**src/rtl/inst_fetch_pkg.sv**
```systemverilog
// Shared constants and state encoding for the instruction fetch stage.
// Latency: n/a (declarations only).
// Backpressure: n/a.
package inst_fetch_pkg;

    localparam int WORD_WIDTH = 32;
    localparam int PC_STEP    = 4;
    localparam int FETCH_ST_W = 2;

    // sll $0,$0,0 encodes as all zeros and doubles as the filler NOP
    localparam logic [WORD_WIDTH-1:0] ZERO_WORD        = '0;
    localparam logic [WORD_WIDTH-1:0] RESET_PC_DEFAULT = 32'h0000_0000;

    typedef enum logic [FETCH_ST_W-1:0] {
        FETCH_ST_IDLE  = 2'd0,
        FETCH_ST_REQ   = 2'd1,
        FETCH_ST_DRAIN = 2'd2
    } fetch_st_e;

endpackage

```
**src/rtl/inst_fetch_fifo.sv**
```systemverilog
// Synchronous prefetch FIFO holding {pc, inst} pairs; flush empties it in one cycle.
// Latency: a pushed entry is visible at head the cycle after the push.
// Backpressure: none; the caller reserves a slot before requesting, so push never sees full.
module inst_fetch_fifo #(
    parameter int DW    = 64,
    parameter int DEPTH = 2,
    localparam int AW   = $clog2(DEPTH),
    localparam int CW   = AW + 1
) (
    input  logic          clk,
    input  logic          rst,
    input  logic          push_i,
    input  logic [DW-1:0] push_dat_i,
    input  logic          pop_i,
    input  logic          flush_i,
    output logic [DW-1:0] head_o,
    output logic [CW-1:0] count_o
);

    logic [DW-1:0] mem_q [DEPTH];
    logic [AW-1:0] wr_ptr_q, rd_ptr_q;
    logic [CW-1:0] count_q;

    // Storage write; stale contents are harmless because count gates every read
    always_ff @(posedge clk) begin
        if (push_i && !flush_i) begin
            mem_q[wr_ptr_q] <= push_dat_i;
        end
    end

    // Pointers wrap naturally at DEPTH (power of two); flush wins over push/pop
    always_ff @(posedge clk) begin
        if (rst || flush_i) begin
            wr_ptr_q <= '0;
            rd_ptr_q <= '0;
            count_q  <= '0;
        end else begin
            if (push_i) wr_ptr_q <= wr_ptr_q + 1'b1;
            if (pop_i)  rd_ptr_q <= rd_ptr_q + 1'b1;
            case ({push_i, pop_i})
                2'b10:   count_q <= count_q + 1'b1;
                2'b01:   count_q <= count_q - 1'b1;
                default: count_q <= count_q;
            endcase
        end
    end

    assign head_o  = mem_q[rd_ptr_q];
    assign count_o = count_q;

endmodule

```
**src/rtl/inst_fetch.sv**
```systemverilog
// Fetch stage: owns the PC, issues one imem read at a time, buffers replies, feeds the decoder.
// Latency: 1-cycle memory -> first inst_valid 3 cycles after reset release, then 1 inst/cycle.
// Backpressure: stall freezes the output register; fetch stops once every FIFO slot is reserved.
module inst_fetch
    import inst_fetch_pkg::*;
#(
    parameter int             W        = WORD_WIDTH,
    parameter int             DEPTH    = 2,
    parameter logic [W-1:0]   RESET_PC = RESET_PC_DEFAULT
) (
    input  logic         clk,
    input  logic         rst,
    input  logic         stall,
    input  logic         redirect_en,
    input  logic [W-1:0] redirect_addr,
    output logic         imem_req,
    output logic [W-1:0] imem_addr,
    input  logic         imem_ready,
    input  logic [W-1:0] imem_rdata,
    output logic [W-1:0] inst,
    output logic [W-1:0] inst_pc,
    output logic         inst_valid
);

    localparam int            CW      = $clog2(DEPTH) + 1;
    localparam logic [CW-1:0] DEPTH_C = CW'(DEPTH);

    fetch_st_e     state_q, state_d;
    logic [W-1:0]  pc_q, pc_d;
    logic [W-1:0]  drain_addr_q, drain_addr_d;
    logic [W-1:0]  inst_q, inst_pc_q;
    logic          inst_valid_q;

    logic [2*W-1:0] head;
    logic [CW-1:0]  count;
    logic [CW-1:0]  count_after_push;
    logic           push, pop;

    // A reply is kept only if it lands in REQ and no redirect squashes it
    assign push = (state_q == FETCH_ST_REQ) && imem_ready && !redirect_en;
    assign pop  = !redirect_en && !stall && (count != '0);
    assign count_after_push = count + CW'(1) - CW'(pop);

    inst_fetch_fifo #(.DW(2 * W), .DEPTH(DEPTH)) u_fifo (
        .clk        (clk),
        .rst        (rst),
        .push_i     (push),
        .push_dat_i ({pc_q, imem_rdata}),
        .pop_i      (pop),
        .flush_i    (redirect_en),
        .head_o     (head),
        .count_o    (count)
    );

    // Next state, PC and the address held while draining a squashed request
    always_comb begin
        state_d      = state_q;
        pc_d         = pc_q;
        drain_addr_d = drain_addr_q;
        case (state_q)
            FETCH_ST_IDLE: begin
                if (count < DEPTH_C && !redirect_en) state_d = FETCH_ST_REQ;
            end
            FETCH_ST_REQ: begin
                if (redirect_en) begin
                    if (imem_ready) begin
                        state_d = FETCH_ST_IDLE;
                    end else begin
                        state_d      = FETCH_ST_DRAIN;
                        drain_addr_d = pc_q;
                    end
                end else if (imem_ready) begin
                    pc_d = pc_q + W'(PC_STEP);
                    if (count_after_push >= DEPTH_C) state_d = FETCH_ST_IDLE;
                end
            end
            FETCH_ST_DRAIN: begin
                if (imem_ready) state_d = FETCH_ST_IDLE;
            end
            default: state_d = FETCH_ST_IDLE;
        endcase
        if (redirect_en) pc_d = redirect_addr & ~W'(3);
    end

    // FSM, PC and drain-address registers
    always_ff @(posedge clk) begin
        if (rst) begin
            state_q      <= FETCH_ST_IDLE;
            pc_q         <= RESET_PC;
            drain_addr_q <= RESET_PC;
        end else begin
            state_q      <= state_d;
            pc_q         <= pc_d;
            drain_addr_q <= drain_addr_d;
        end
    end

    // Decoder-facing register: redirect flushes, stall holds, otherwise pop or emit a NOP
    always_ff @(posedge clk) begin
        if (rst) begin
            inst_q       <= W'(ZERO_WORD);
            inst_pc_q    <= '0;
            inst_valid_q <= 1'b0;
        end else if (redirect_en) begin
            inst_q       <= W'(ZERO_WORD);
            inst_valid_q <= 1'b0;
        end else if (!stall) begin
            if (count != '0) begin
                inst_q       <= head[W-1:0];
                inst_pc_q    <= head[2*W-1:W];
                inst_valid_q <= 1'b1;
            end else begin
                inst_q       <= W'(ZERO_WORD);
                inst_valid_q <= 1'b0;
            end
        end
    end

    assign imem_req   = (state_q == FETCH_ST_REQ) || (state_q == FETCH_ST_DRAIN);
    assign imem_addr  = (state_q == FETCH_ST_DRAIN) ? drain_addr_q : pc_q;
    assign inst       = inst_q;
    assign inst_pc    = inst_pc_q;
    assign inst_valid = inst_valid_q;

endmodule

```
**config.mk**
```make
export PLATFORM = sky130hd
export DESIGN_NAME = inst_fetch
export DESIGN_NICKNAME = d
export VERILOG_FILES = /design/src/rtl/inst_fetch_pkg.sv /design/src/rtl/inst_fetch_fifo.sv /design/src/rtl/inst_fetch.sv
export SDC_FILE = /design/constraint.sdc
export NUM_CORES = 1
export LEC_CHECK = 0
export CORE_UTILIZATION = 55
export CTS_CLUSTER_DIAMETER = 200
export DETAILED_ROUTE_END_ITERATION = 8
export GPL_ROUTABILITY_DRIVEN = 1
export PLACE_DENSITY = 0.82
export SYNTH_ARGS = -nofsm -noshare
export SYNTH_HDL_FRONTEND = slang
export SYNTH_SLANG_ARGS = --single-unit
```
**constraint.sdc**
```tcl
create_clock -name clk -period 13 [get_ports clk]
set_input_delay 2.6 -clock clk [delete_from_list [all_inputs] [get_ports clk]]
set_output_delay 2.6 -clock clk [all_outputs]
set_load 0.02 [all_outputs]
```
==> results.json <==
{
  "final_area_um2": 12600,
  "cts_sinks": 254,
  "cts_buffers": 26,
  "netSwitchingPower_mw": 0.386,
  "fin_tns_setup_ns": 0,
  "seq_area_frac_synth_pct": 63.5,
  "drt_iter0_drc": 350,
  "track_usage_pct": 23.5,
  "p_seq_share_pct": 50.4,
  "startpoint_type": "input pin",
  "initial_core_util_pct": 57.0,
  "post-route-period-util_pct": 40.0,
  "dp_hpwl_um": 13600,
  "cts_tree": "yes",
  "h-tree-depth": 1,
  "synth-simple-area-share_pct": 11.2,
  "skew_ns": 0.00702,
  "synthCells": 839,
  "synth_fa_ha_area_share_pct": 1.00,
  "setup_ws_ns": 7.80,
  "swShare_pct": 22.1,
  "p_clk_share_pct": 41.7,
  "die_w_um": 137,
  "drive_gt1_share_pct": 12.1,
  "ctsHoldBuffers": 0,
  "synth-compound-area-share_pct": 8.94,
  "grt_pass1_vias": 6784,
  "cp_data_required_time_ns": 13.15,
  "synth_common_cells": "dfxtp_1, edfxtp_1, nor2_1",
  "crit_slowest_cell": "clkdlybuf4s50_1",
  "fmax_ghz": 0.192,
  "globalplace.congestion": 0.836,
  "maxCapViolCount": 0,
  "core_um2": 17500,
  "critical-path-max-stage-delay_ns": 0.80,
  "finalSetupViolations": 0,
  "p_per_area_nw_per_um2": 139,
  "insertion_delay_ns": 0.51,
  "crit_start": "redirect_en",
  "hold_viol_final": 0,
  "wl_um": 21900,
  "synth_xor_xnor_area_share_pct": 2.72,
  "antenna_found_initial": 1,
  "layout.nets": 1057,
  "grt_setup_unrepaired": "no",
  "drv_slew": 0,
  "drtAntennaViolNets": 0,
  "n_antenna_cell": 0,
  "synth.distinct_cells": 40,
  "avgSynthCellArea_um2": 11.9,
  "ys_ff_latch": 254,
  "crit_path_end_kind": "register",
  "post_cts_buffers": 0,
  "synth_edf_count": 124,
  "dp_cells": 1177,
  "finalNonFillerCells": 1225,
  "rows": 48,
  "viasPerCell": 5.60,
  "synth_top_family_by_area": "simple AND/OR/NAND/NOR gates",
  "arrival_ns": 5.35,
  "min_path_type": "reg2reg",
  "drtPass1Iterations": 5,
  "critPathKind": "in2reg",
  "r2r_start": "state_q[1]",
  "clk_pin_slew_worst_paths_ns": 0.06,
  "dieArea_um2": 18700,
  "synth_area_leaders": "edfxtp_1, dfxtp_1, mux2_2",
  "synth.cell_area_um2": 9960,
  "area_growth_pct": 26.0,
  "wl_per_cell_um": 17.9,
  "yosysWarnings": 0,
  "cts.path.max_buffers": 3,
  "synth_top_area_share_pct": 37.4,
  "hp-start": "drain_addr_q[20]",
  "crit_chain": "clkdlybuf4s50_1 > nor2b_1 > nand2_1 > nor2_4 > buf_4",
  "cts_root_buf": "clkbuf_16",
  "port-buffer-count": 160,
  "synthArstFlopShare_pct": 0,
  "grt_overflow_total": 0,
  "grt_max_degree": 63,
  "dieHeight_um": 137,
  "drcViolationCount": 0,
  "slew_headroom_pct": 32.9,
  "place_ws_ns": 7.26,
  "fillers": 1203,
  "ios": 167,
  "vias": 6862,
  "yosysMostFrequentCell": "dfxtp_1",
  "vdd_drop_max_mv": 0.118,
  "grt_pass1_wl_um": 34200,
  "worstMarginPinSlew_ns": 1.01,
  "period_needed_ns": 5.20,
  "place_area_um2": 11700,
  "yosysTopAreaCell": "edfxtp_1",
  "internal-power_mw": 1.36,
  "path_max_fanout": 32,
  "synth_ff_type": "dfxtp_1",
  "outcome": "completed",
  "cts_resized": 0,
  "p_comb_share_pct": 7.9,
  "synth_mux_area_share_pct": 9.86,
  "finalPower_mw": 1.75,
  "p_leak_nw": 4.10
}
==> placed cells by master, fill, tap and decap left out, types with 4 or more instances in the layout <==
master / n
mux2_2: 57
nand3_1: 10
a22oi_1: 32
xor2_1: 14
clkbuf_1: 9
nand4_1: 9
mux2i_1: 34
buf_4: 9
a21oi_1: 42
nor2_1: 99
xnor2_1: 17
nand2_1: 90
dfxtp_1: 129
ha_1: 8
and3_1: 5
or3_1: 5
clkinv_2: 4
inv_1: 9
nor4_1: 6
o21ai_0: 9
clkdlybuf4s50_1: 159
edfxtp_1: 124
nor3_1: 7
a211oi_1: 46
or2_2: 4
clkbuf_16: 27
conb_1: 4
==> registers in the layout, summed over array words and instances (netlist names), named ones only <==
name and flops:
u_fifo.mem_q 124, inst 32, drain_addr_q 30, inst_pc 30, pc_q 30, state_q 2, u_fifo.count_o 2, inst_valid 1
u_fifo.rd_ptr_q 1, u_fifo.wr_ptr_q 1
==> critical path, delay by kind of cell <==
kind	cells	cell delay (ns)
and+or+nand+nor	3	1.36
buffers and inverters	2	1.36
==> final timing paths <==
check                                      endpoint  slack (ns)  cells after the start
worst max-delay path            u_fifo.mem_q[0][19]        7.80                      5
worst min register to register     drain_addr_q[20]        0.45                      2
worst min-delay path               drain_addr_q[20]        0.45                      2
worst max register to register  u_fifo.mem_q[0][19]       10.11                      6
==> power by group through the flow <==
stage	Clock, mW	Combinational (mW)	Sequential [mW]
global placement	0	0.135	0.898
global route	0.769	0.149	0.885
detailed placement	0	0.137	0.900
CTS	0.737	0.139	0.883
floorplan	0	0.0779	0.897
finish	0.729	0.138	0.883
==> metrics by stage <==
step / hold slack, ns / utilization, %
floorplan: 0.420 / -
global placement: 0.438 / 67.0
detailed placement: 0.446 / 67.0
CTS: 0.454 / 71.8
global route: 0.467 / 71.8
finish: 0.451 / 71.8
==> area by class of cell <==
type	count	area (um^2)	share of cell area, %
tap	225	282	2.24
timing repair buffer	169	1660	13.3
clock buffer	39	751	5.98
clock inverter	9	96.3	0.768
inverter	10	37.5	0.299
multi-input combinational	519	3390	27.0
sequential	254	6330	50.4
==> logic make-up (layout without fill, tap and decap cells) <==
| kind of cell | count (synthesis) | after routing |
|---|---|---|
| muxes | 91 | 91 |
| buffers and inverters | 69 | 227 |
| xor gates and xnor gates | 31 | 31 |
| AOI/OAI and AO/OA | 135 | 135 |
| other | 1 | 4 |
| adders and majority gates | 8 | 8 |
| DFF | 254 | 254 |
| and+or+nand+nor | 250 | 250 |
==> routing by layer <==
metal / global-route usage, % / up-vias / part of all wire, %
li1: - / 3288 / -
met1: 28.9 / 3307 / 41
met2: 41.2 / 224 / 50
met3: 4.56 / 41 / 6.6
met4: 8.27 / 2 / 2.5
met5: 0 / - / 0.055
Power figures use the tool's default switching activity.
